===== config.mk =====
export PLATFORM = sky130hd
export DESIGN_NAME = sx_axis_pkt_gen
export DESIGN_NICKNAME = d
export VERILOG_FILES = /design/src/rtl/sx_axis_pkt_gen.sv
export SDC_FILE = /design/constraint.sdc
export NUM_CORES = 1
export LEC_CHECK = 0
export CELL_PAD_IN_SITES_DETAIL_PLACEMENT = 1
export CELL_PAD_IN_SITES_GLOBAL_PLACEMENT = 1
export CORE_MARGIN = 8
export CORE_UTILIZATION = 35
export DETAILED_ROUTE_END_ITERATION = 10
export PLACE_DENSITY_LB_ADDON = 0.05
export SLEW_MARGIN = 10
export SYNTH_ARGS = -nofsm -noshare
export SYNTH_HDL_FRONTEND = slang
export SYNTH_SLANG_ARGS = --single-unit

===== constraint.sdc =====
create_clock -name clk -period 3.1 [get_ports clk]
set_input_delay 0.31 -clock clk [delete_from_list [all_inputs] [get_ports clk]]
set_output_delay 0.31 -clock clk [all_outputs]
set_load 0.02 [all_outputs]

===== src/rtl/sx_axis_pkt_gen.sv =====
// AXI-Stream packet generator: one command in, one incrementing-byte packet out.
// Beats are built combinationally and captured into registered m_axis_* outputs.
module sx_axis_pkt_gen #(
  parameter  int DATA_WIDTH = 32,
  parameter  int ID_WIDTH   = 4,
  parameter  int DEST_WIDTH = 4,
  parameter  int LEN_WIDTH  = 16,
  localparam int KEEP_WIDTH = DATA_WIDTH / 8
) (
  input  logic                  clk,
  input  logic                  reset_n,
  input  logic                  cmd_valid_i,
  output logic                  cmd_ready_o,
  input  logic [LEN_WIDTH-1:0]  cmd_len_i,
  input  logic [7:0]            cmd_seed_i,
  input  logic [ID_WIDTH-1:0]   cmd_id_i,
  input  logic [DEST_WIDTH-1:0] cmd_dest_i,
  output logic [DATA_WIDTH-1:0] m_axis_tdata_o,
  output logic                  m_axis_tvalid_o,
  output logic                  m_axis_tlast_o,
  output logic [KEEP_WIDTH-1:0] m_axis_tkeep_o,
  output logic [ID_WIDTH-1:0]   m_axis_tid_o,
  output logic [DEST_WIDTH-1:0] m_axis_tdest_o,
  input  logic                  m_axis_tready_i,
  output logic                  busy_o,
  output logic                  zero_len_o,
  output logic [31:0]           pkt_cnt_o
);

  localparam logic [0:0] S_IDLE = 1'b0;
  localparam logic [0:0] S_SEND = 1'b1;

  localparam logic [LEN_WIDTH-1:0] KW = LEN_WIDTH'(KEEP_WIDTH);

  logic [0:0]            r_state;
  logic [LEN_WIDTH-1:0]  r_rem;
  logic [7:0]            r_byte;
  logic [DATA_WIDTH-1:0] r_tdata;
  logic                  r_tvalid;
  logic                  r_tlast;
  logic [KEEP_WIDTH-1:0] r_tkeep;
  logic [ID_WIDTH-1:0]   r_tid;
  logic [DEST_WIDTH-1:0] r_tdest;
  logic                  r_zero;
  logic [31:0]           r_cnt;

  logic                  w_idle;
  logic                  w_accept;
  logic                  w_zero;
  logic                  w_xfer;
  logic                  w_adv;
  logic                  w_done;
  logic [LEN_WIDTH-1:0]  w_rem;
  logic [7:0]            w_base;
  logic                  w_last;
  logic [LEN_WIDTH-1:0]  w_rem_nxt;
  logic [KEEP_WIDTH-1:0] w_keep;
  logic [DATA_WIDTH-1:0] w_data;

  assign w_idle   = (r_state == S_IDLE);
  assign w_accept = w_idle & cmd_valid_i & (cmd_len_i != '0);
  assign w_zero   = w_idle & cmd_valid_i & (cmd_len_i == '0);
  assign w_xfer   = (r_state == S_SEND) & r_tvalid & m_axis_tready_i;
  assign w_adv    = w_xfer & ~r_tlast;
  assign w_done   = w_xfer & r_tlast;

  // r_rem counts bytes still owed after the beat currently on the bus
  always_comb begin
    w_rem     = w_accept ? cmd_len_i : r_rem;
    w_base    = w_accept ? cmd_seed_i : r_byte;
    w_last    = (w_rem <= KW);
    w_rem_nxt = w_last ? '0 : (w_rem - KW);
    w_keep    = '0;
    w_data    = '0;
    for (int i = 0; i < KEEP_WIDTH; i++) begin
      if (LEN_WIDTH'(i) < w_rem) begin
        w_keep[i]       = 1'b1;
        w_data[8*i +: 8] = w_base + 8'(i);
      end
    end
  end

  always_ff @(posedge clk or negedge reset_n) begin
    if (!reset_n) begin
      r_state  <= S_IDLE;
      r_rem    <= '0;
      r_byte   <= '0;
      r_tdata  <= '0;
      r_tvalid <= 1'b0;
      r_tlast  <= 1'b0;
      r_tkeep  <= '0;
      r_tid    <= '0;
      r_tdest  <= '0;
      r_zero   <= 1'b0;
      r_cnt    <= '0;
    end else begin
      r_zero <= w_zero;
      if (w_accept) begin
        r_tid   <= cmd_id_i;
        r_tdest <= cmd_dest_i;
      end
      if (w_accept | w_adv) begin
        r_state  <= S_SEND;
        r_tvalid <= 1'b1;
        r_tdata  <= w_data;
        r_tkeep  <= w_keep;
        r_tlast  <= w_last;
        r_rem    <= w_rem_nxt;
        r_byte   <= w_base + 8'(KEEP_WIDTH);
      end else if (w_done) begin
        r_state  <= S_IDLE;
        r_tvalid <= 1'b0;
        r_tlast  <= 1'b0;
        r_cnt    <= r_cnt + 32'd1;
      end
    end
  end

  assign cmd_ready_o     = w_idle;
  assign busy_o          = (r_state == S_SEND);
  assign zero_len_o      = r_zero;
  assign pkt_cnt_o       = r_cnt;
  assign m_axis_tdata_o  = r_tdata;
  assign m_axis_tvalid_o = r_tvalid;
  assign m_axis_tlast_o  = r_tlast;
  assign m_axis_tkeep_o  = r_tkeep;
  assign m_axis_tid_o    = r_tid;
  assign m_axis_tdest_o  = r_tdest;

endmodule


* After elaboration in Yosys (flattened, before gate mapping)
Index checks and enable logic that the tools add are counted.
Cells by class: div/mod/pow operators 0, add/sub/neg operators 6, bitwise gates (word level) 10, reduce and logical (&&, ||, !) cells 4, $mul 0, shift operators 0, multiplexer cells 14, order comparisons 5, eq/ne operators 0
Operator list (number):
- $mux W8 | 5
- $add A32 B1 Y32 const B | 1
- $lt A1 B16 Y1 const A | 2
- $lt A2 B16 Y1 const A | 2
- $mux W16 | 2
- $add A8 B2 Y8 const B | 2
- $le A16 B3 Y1 const B | 1
- $logic_not A16 Y1 | 1
- $reduce_bool A16 Y1 | 1
- $sub A16 B3 Y16 const B | 1
- $add A8 B1 Y8 const B | 1
- $add A8 B3 Y8 const B | 1
- $mux W1 | 7
- $and A1 B1 Y1 | 6
- $not A1 Y1 | 3
- $reduce_and A2 Y1 | 1
- $reduce_bool A2 Y1 | 1
- $or A1 B1 Y1 | 1
Word-level totals: word-level logic and storage cells 49, ROM bits 0, bits of input ports 36, output and inout port bits 81, register bits 103, bits in latches 0, memories 0, RAM bits 0

* Longest topological paths before layout
Gate-level depths: netlist (run 1).
depth after elaboration 6, mapped depth 17, depth with buffers taken out 12

* Worst setup path before layout (run 1)
No wires, ideal clock.
kind input to register, start input cmd_len_i[2], end register r_tdata[17], in the netlist m_axis_tdata_o[17], data arrival time 3533 ps, required time 2979 ps, stages on the path 14, setup time 121 ps, path slack -554 ps, path through nor4_2 -> nand4_2 -> o21ai_1 -> buf_2 -> buf_2 -> buf_2 -> mux2i_1 -> ha_1 -> clkbuf_1 -> o211ai_1 -> nor2_2 -> o211ai_1 -> and2_1 -> a22o_1
Between the ends: cells in the longest elaborated chain, start to end 5, elaborated cells on any way between the ends 8
Ends and longest elaborated chain:
- start: declaration | RTL line 14 | input logic [LEN_WIDTH-1:0] cmd_len_i,
- $reduce_bool A16 Y1 | RTL line 61 | assign w_accept = w_idle & cmd_valid_i & (cmd_len_i != '0);
- $and A1 B1 Y1 | RTL line 61
- $mux W16 or $mux W8 (tied branches) | RTL line 69, 70
- $lt A2 B16 Y1 or $add A8 B2 Y8 (tied branches) | RTL line 76, 78
- $mux W8 | RTL line 76 | if (LEN_WIDTH'(i) < w_rem) begin
- end signal: assignment | RTL line 105 | r_tdata <= w_data;
- end: declaration | RTL line 38 | logic [DATA_WIDTH-1:0] r_tdata;
Several ways; a longest one is shown, not always the timed one. A chain may end at the register's enable or synchronous reset.

* Final worst setup path (run 1)
start input cmd_len_i[11], end register r_rem[12]
Between the ends: cells in the longest elaborated chain, start to end 5, elaborated cells on any way between the ends 7
Ends and longest elaborated chain:
- $reduce_bool A16 Y1 | RTL line 61
- $and A1 B1 Y1 | RTL line 61
- $mux W16 | RTL line 69 | w_rem = w_accept ? cmd_len_i : r_rem;
- $sub A16 B3 Y16 or $le A16 B3 Y1 (tied branches) | RTL line 72, 71
- $mux W16 | RTL line 72 | w_rem_nxt = w_last ? '0 : (w_rem - KW);
- end signal: assignment | RTL line 108 | r_rem <= w_rem_nxt;
- end: declaration | RTL line 36 | logic [LEN_WIDTH-1:0] r_rem;
Several ways; a longest one is shown, not always the timed one.

==> flow_metrics.py, run 1 <==
metrics = {
    "sta": {
        "setup_viol": 0,
        "maxSlewHeadroom_pct": 59.2,
        "tns_ns": 0,
        "worstMarginPinSlew_ns": 0.613,
        "fmax_ghz": 0.342,
        "period_needed_ns": 2.92,
        "fin_crit_sh_pct": 94.3,
        "holdWs_ns": 0.467,
        "grt_setup_unrepaired": "no",
        "fin_skew_ns": 0.00892,
        "hold_viol_final": 0,
        "slew_viol_final": 0,
    },
    "drt": {
        "drt-total-wl_mm": 18.2,
        "vias_per_cell": 5.32,
        "wl_per_cell_um": 19.4,
        "num_vias": 4986,
        "postRouteAntennaNets": 0,
        "drt_iter0_markers": 223,
        "dr.pass1.iters": 4,
        "route.detailed.drc": 0,
    },
    "global_routing": {
        "track_usage_pct": 19.2,
        "grt_pass1_vias": 5585,
        "grt_overflow": 0,
        "antenna_found_initial": 0,
        "grt_max_degree": 62,
        "grt_pass1_wl_mm": 30.3,
    },
    "pwr": {
        "p_sw_share_pct": 40.7,
        "netSwitchingPower_uw": 2550,
        "p_seq_share_pct": 33.9,
        "clock_power_share_pct": 17.6,
        "p_leak_uw": 0.00334,
        "ir_drop_mv": 0.456,
        "intPower_uw": 3720,
        "power.density_nw_per_um2": 824,
        "combinationalPowerShare_pct": 48.5,
    },
    "critical_path": {
        "end_kind": "flop",
        "r2r_slack_ns": 0.47,
        "rr_worst_depth": 8,
        "required_ns": 3.32,
        "rr_startpoint": "r_rem[4]",
        "crit_fanout": 7,
        "critical_path_class": "input pin to flop",
        "cp.arrival_ns": 3.15,
        "critPathSlowestCell": "clkdlybuf4s50_1",
        "start_kind": "input pin",
        "r2r_end": "r_rem[12]",
        "critPathMaxStageDelay_ns": 0.47,
        "crit_chain": "clkdlybuf4s50_1, nor4_4, buf_4, and4_1, a21oi_2, nand2_1, nand2_1, inv_1, ha_2, inv_1, a211oi_2, buf_4, buf_12, nand2b_1, o211ai_1",
    },
    "clock_tree": {
        "numCtsBuffers": 9,
        "post_cts.repair.setup_buffers": 0,
        "clock_path_buffers": 2,
        "cts_tree": "built",
        "htreeDepth": 3,
        "clk_pin_slew_ns": 0.07,
        "ctsRootBufferMaster": "clkbuf_16",
        "insertion_delay_ns": 0.36,
        "clkSinkCount": 103,
    },
    "die": {
        "num_rows": 45,
        "chipWidth_um": 140,
        "die_area_um2": 19600,
        "fp.dieH_um": 140,
        "ios": 117,
        "placeableCoreArea_um2": 15100,
        "initial_core_util_pct": 35.6,
    },
    "logic_synthesis": {
        "synth_top_area_share_pct": 48.0,
        "synthesis.instances": 566,
        "ys_seq_area_share_pct": 48.0,
        "yosys.area.top_type": "dfrtp_1",
        "yosysUniqueCellTypes": 53,
        "synth.top_cells.by_area": "dfrtp_1, nand2_1, xnor2_1, xor2_1, nor2_1",
        "syn_area_per_cell_um2": 9.49,
        "syn-num-nets": 610,
        "synthFlopType": "dfrtp_1",
        "ys_ff_latch": 103,
        "netlist_area_um2": 5370,
        "ys_warn_count": 0,
        "async_flop_share_pct": 100,
        "synth_edf_count": 0,
    },
    "final_layout": {
        "antenna_cells": 0,
        "drive_gt1_share_pct": 15.5,
        "layout_common_cells": "clkdlybuf4s50_1, dfrtp_1, nand2_1",
        "final_area_um2": 7610,
        "fillers": 1726,
        "fin_nets": 789,
        "area_delta_synth_final_pct": 41.8,
        "final_common_cell": "clkdlybuf4s50_1",
    },
    "hold_path": {
        "hp-start": "pkt_cnt_o[31]",
        "whs_path_depth": 1,
        "worstHoldEndpoint": "pkt_cnt_o[31]",
        "hp-class": "flop to flop",
    },
    "placed_design": {
        "portBuffers": 116,
        "routabilityCongestion": 0.854,
        "post_dp_cell_area_um2": 7330,
        "place_hpwl_mm": 13.9,
    },
    "status": {
        "status": "completed",
    },
    "flow_run": {
        "cap_violations": 0,
    },
}
-- registers in the layout (all words and copies together) (netlist names) --
name and cells:
m_axis_tdata_o 32, pkt_cnt_o 32, r_rem 16, r_byte 8, m_axis_tdest_o 4, m_axis_tid_o 4
m_axis_tkeep_o 4, m_axis_tlast_o 1, m_axis_tvalid_o 1, zero_len_o 1
-- critical path: cells and delay by family --
kind | cells | cell delay (ns)
compound gates | 3 | 0.51
fa+ha+maj | 1 | 0.19
buf+inv | 6 | 1.14
simple gates | 5 | 0.97
-- metrics by stage --
| step | util, % | cells | worst slack, ns | power [µW] |
|---|---|---|---|---|
| 4_1_cts | 50.4 | 938 | 0.0969 | 6340 |
| 2_1_floorplan | - | 566 | -0.0941 | 3680 |
| 3_5_place_dp | 48.6 | 921 | -0.270 | 5200 |
| 5_1_grt | 50.5 | 938 | 0.0182 | 6670 |
| 3_3_place_gp | 48.6 | 921 | -0.101 | 5090 |
| 6_report | 50.5 | 938 | 0.178 | 6280 |
-- power groups by stage --
stage / clock network [µW] / logic [µW] / registers [µW]
5_1_grt: 1170 / 3300 / 2190
4_1_cts: 1130 / 3080 / 2130
6_report: 1110 / 3040 / 2130
3_3_place_gp: 0 / 2970 / 2120
3_5_place_dp: 0 / 3060 / 2150
2_1_floorplan: 0 / 1280 / 2400
-- synthesized netlist by cell type (all sizes together) (3+ instances only) --
cell type / instances
a21o: 3
a21oi: 13
a22o: 12
a31oi: 5
and2: 3
and3: 6
buf: 11
clkbuf: 13
dfrtp: 103
ha: 8
inv: 12
mux2: 6
mux2i: 16
nand2: 103
nand3: 18
nand4: 13
nor2: 45
nor2b: 3
nor3: 10
nor4: 11
o211ai: 9
o21ai: 40
o311ai: 3
o31ai: 6
or2: 4
or3: 3
or4: 7
xnor2: 36
xor2: 24
-- final cells by class --
| cell class | count | area [µm²] | share of cell area, % |
|---|---|---|---|
| multi-input cells | 427 | 2700 | 35.5 |
| flip-flops and latches | 103 | 2580 | 33.8 |
| repair buffers | 192 | 1780 | 23.4 |
| clock buffers | 12 | 236 | 3.11 |
| well taps | 188 | 235 | 3.09 |
| inverters | 12 | 45.0 | 0.592 |
| clock inverters | 4 | 36.3 | 0.477 |
-- layer usage --
metal / up-vias / track usage, % / routed length, µm
met3: 13 / 4.75 / 786
met1: 2520 / 24.1 / 8310
met5: - / 0 / 0
met4: 0 / 4.97 / 203
met2: 109 / 32.3 / 8900
li1: 2344 / - / -
-- cells by family (layout without fill, tap and decap cells) --
kind of cell / Yosys count / after routing / synth area share (%)
and+or+nand+nor: 231 / 231 / 20.5
xor gates and xnor gates: 60 / 60 / 9.78
muxes: 22 / 22 / 4.24
adders and majority gates: 8 / 8 / 1.86
AOI/OAI and AO/OA: 106 / 106 / 12.9
buffers and inverters: 36 / 220 / 2.77
DFF: 103 / 103 / 48.0
-- worst max path at each step --
| stage | to | from | slack [ns] |
|---|---|---|---|
| CTS | m_axis_tdata_o[14] | cmd_len_i[11] | 0.1 |
| global route | r_rem[12] | cmd_len_i[11] | 0.02 |
| detailed placement | m_axis_tdata_o[14] | cmd_len_i[11] | -0.27 |
| floorplan | m_axis_tdata_o[17] | cmd_len_i[9] | -0.09 |
| finish | r_rem[12] | cmd_len_i[11] | 0.18 |
| global placement | r_rem[12] | cmd_len_i[11] | -0.10 |
-- timing repair --
action                                  CTS  global route
hold buffers                              1             0
gates resized for setup                   0             1
endpoints found under the setup margin    0             7
hold endpoints to repair                 42             0
No activity file was read; power rests on OpenSTA's default activity.
==> inputs of run 2 (changes only) <==
--- a/config.mk
+++ b/config.mk
@@ -5,9 +5,9 @@
 export SDC_FILE = /design/constraint.sdc
 export NUM_CORES = 1
 export LEC_CHECK = 0
+export ABC_CLOCK_PERIOD_IN_PS = 3100
 export CELL_PAD_IN_SITES_DETAIL_PLACEMENT = 1
 export CELL_PAD_IN_SITES_GLOBAL_PLACEMENT = 1
-export CORE_MARGIN = 8
 export CORE_UTILIZATION = 35
 export DETAILED_ROUTE_END_ITERATION = 10
 export PLACE_DENSITY_LB_ADDON = 0.05
==> run 2 against run 1 <==
  * Cell count fell by 0.75%
  * Worst setup slack got worse by 0.023 ns
  * Hold slack got worse by 0.46 ns
  * Fmax fell by 0.78%
  * Via count fell by 0.72%
  * Power barely moved
  * Critical path depth fell by 4
==> flow_metrics.py, run 2 (synthesis results as in run 1) <==
metrics = {
    "status": {
        "status": "completed",
    },
    "drt": {
        "wl_per_cell_um": 17.9,
        "drt_iter0_markers": 225,
        "num_vias": 4950,
        "drt-total-wl_mm": 16.7,
        "route.detailed.drc": 0,
        "postRouteAntennaNets": 0,
        "vias_per_cell": 5.32,
        "dr.pass1.iters": 4,
    },
    "final_layout": {
        "drive_gt1_share_pct": 15.7,
        "antenna_cells": 0,
        "area_delta_synth_final_pct": 41.1,
        "fin_nets": 786,
        "layout_common_cells": "clkdlybuf4s50_1, dfrtp_1, nand2_1",
        "final_area_um2": 7580,
        "fin_util_pct": 51.4,
        "final_common_cell": "clkdlybuf4s50_1",
    },
    "global_routing": {
        "track_usage_pct": 22.4,
        "grt_max_degree": 57,
        "grt_pass1_wl_mm": 27.8,
        "antenna_found_initial": 0,
        "grt_overflow": 0,
        "grt_pass1_vias": 5230,
    },
    "die": {
        "chipWidth_um": 126,
        "die_area_um2": 15800,
        "initial_core_util_pct": 36.4,
        "placeableCoreArea_um2": 14800,
        "ios": 117,
        "num_rows": 44,
        "fp.dieH_um": 126,
    },
    "sta": {
        "setup_viol": 0,
        "fin_skew_ns": 0.00860,
        "grt_setup_unrepaired": "yes",
        "hold_viol_final": 0,
        "maxSlewHeadroom_pct": 48.5,
        "tns_ns": 0,
        "fin_crit_sh_pct": 95.0,
        "worstMarginPinSlew_ns": 0.772,
        "slew_viol_final": 0,
        "fmax_ghz": 0.339,
        "period_needed_ns": 2.95,
    },
    "critical_path": {
        "start_kind": "input pin",
        "r2r_slack_ns": 0.45,
        "rr_worst_depth": 11,
        "critPathMaxStageDelay_ns": 0.51,
        "path_delay_family": "compound AO/OA/AOI/OAI gates",
        "end_kind": "flop",
        "critPathSlowestCell": "clkdlybuf4s50_1",
        "required_ns": 3.34,
        "crit_fanout": 10,
        "cp.arrival_ns": 3.19,
        "rr_startpoint": "m_axis_tvalid_o",
        "r2r_end": "r_rem[15]",
        "path_buf_inv": 3,
        "critical_path_class": "input pin to flop",
        "crit_chain": "clkdlybuf4s50_1, nor4_4, nand4_2, o21ai_4, mux2i_2, ha_2, inv_1, a211oi_2, buf_4, nor2_1, a221o_1",
    },
    "clock_tree": {
        "insertion_delay_ns": 0.36,
        "clkSinkCount": 103,
        "htreeDepth": 3,
        "clk_pin_slew_ns": 0.07,
        "cts_hold_buf": 0,
        "ctsRootBufferMaster": "clkbuf_16",
        "numCtsBuffers": 9,
        "clock_path_buffers": 2,
        "cts_tree": "built",
    },
    "placed_design": {
        "routabilityCongestion": 0.842,
        "place_hpwl_mm": 12.6,
        "post_dp_cell_area_um2": 7260,
        "portBuffers": 116,
    },
    "hold_path": {
        "hp-class": "input pin to async pin",
    },
    "flow_run": {
        "cap_violations": 0,
    },
    "pwr": {
        "power.density_nw_per_um2": 828,
        "p_total_uw": 6270,
        "ir_drop_mv": 0.488,
        "p_leak_uw": 0.00332,
    },
}
[run 2: cell count changes in the layout (fill, tap and decap cells not counted), sizes merged]
cell | before | now
clkinv | 0 | 3
clkbuf | 12 | 9
buf | 76 | 74
bufinv | 0 | 1
inv | 15 | 14
dlygate4sd3 | 1 | 0
[run 2: power breakdown]
| group | switching [µW] | total [µW] | leakage (µW) | internal (µW) |
|---|---|---|---|---|
| combinational | 1590 | 2960 | 0.00188 | 1370 |
| sequential | 358 | 2130 | 0.00129 | 1770 |
| clock | 548 | 1180 | 0.000148 | 637 |
[run 2: layer usage]
metal  share of wire [%]  wire (µm)  vias to the layer above  global-route usage (%)
li1                    -          -                     2338                       -
met4                 1.7        289                        0                    7.37
met1                  45       7550                     2485                    28.8
met2                  49       8190                      107                    38.1
met3                 3.9        648                       20                    4.12
met5                   0          0                        -                       0
[run 2: how the worst max path moves through the flow]
stage             startpoint                  to  slack [ns]  depth (start not counted)
6_report        cmd_len_i[3]           r_rem[15]        0.15                         11
3_3_place_gp   cmd_len_i[11]  m_axis_tdata_o[15]       -0.15                         13
2_1_floorplan   cmd_len_i[9]  m_axis_tdata_o[17]       -0.09                         14
4_1_cts         cmd_len_i[3]  m_axis_tdata_o[13]        0.08                         11
3_5_place_dp   cmd_len_i[11]  m_axis_tdata_o[13]       -0.28                         11
5_1_grt         cmd_len_i[3]           r_rem[13]       -0.03                         13
[run 2: layout make-up]
| class | instances | area, µm² |
|---|---|---|
| sequential | 103 | 2580 |
| fill | 1670 | 7170 |
| timing repair buffer | 189 | 1720 |
| tap | 184 | 230 |
| clock buffer | 9 | 225 |
| clock inverter | 7 | 80.1 |
| multi-input combinational | 427 | 2700 |
| inverter | 12 | 45.0 |
[run 2: metrics by stage]
step	cells	worst slack, ns	hold WS (ns)
after floorplan	566	-0.0941	0.0144
after global placement	913	-0.150	0.421
after detailed placement	913	-0.277	0.424
after CTS	929	0.0830	0.0387
after global routing	931	-0.0311	0.0801
final	931	0.154	0.00715
[run 2: what timing repair did]
item                       CTS  global route
setup endpoints to repair    0            14
resized for setup            0             1
setup buffers                0             2
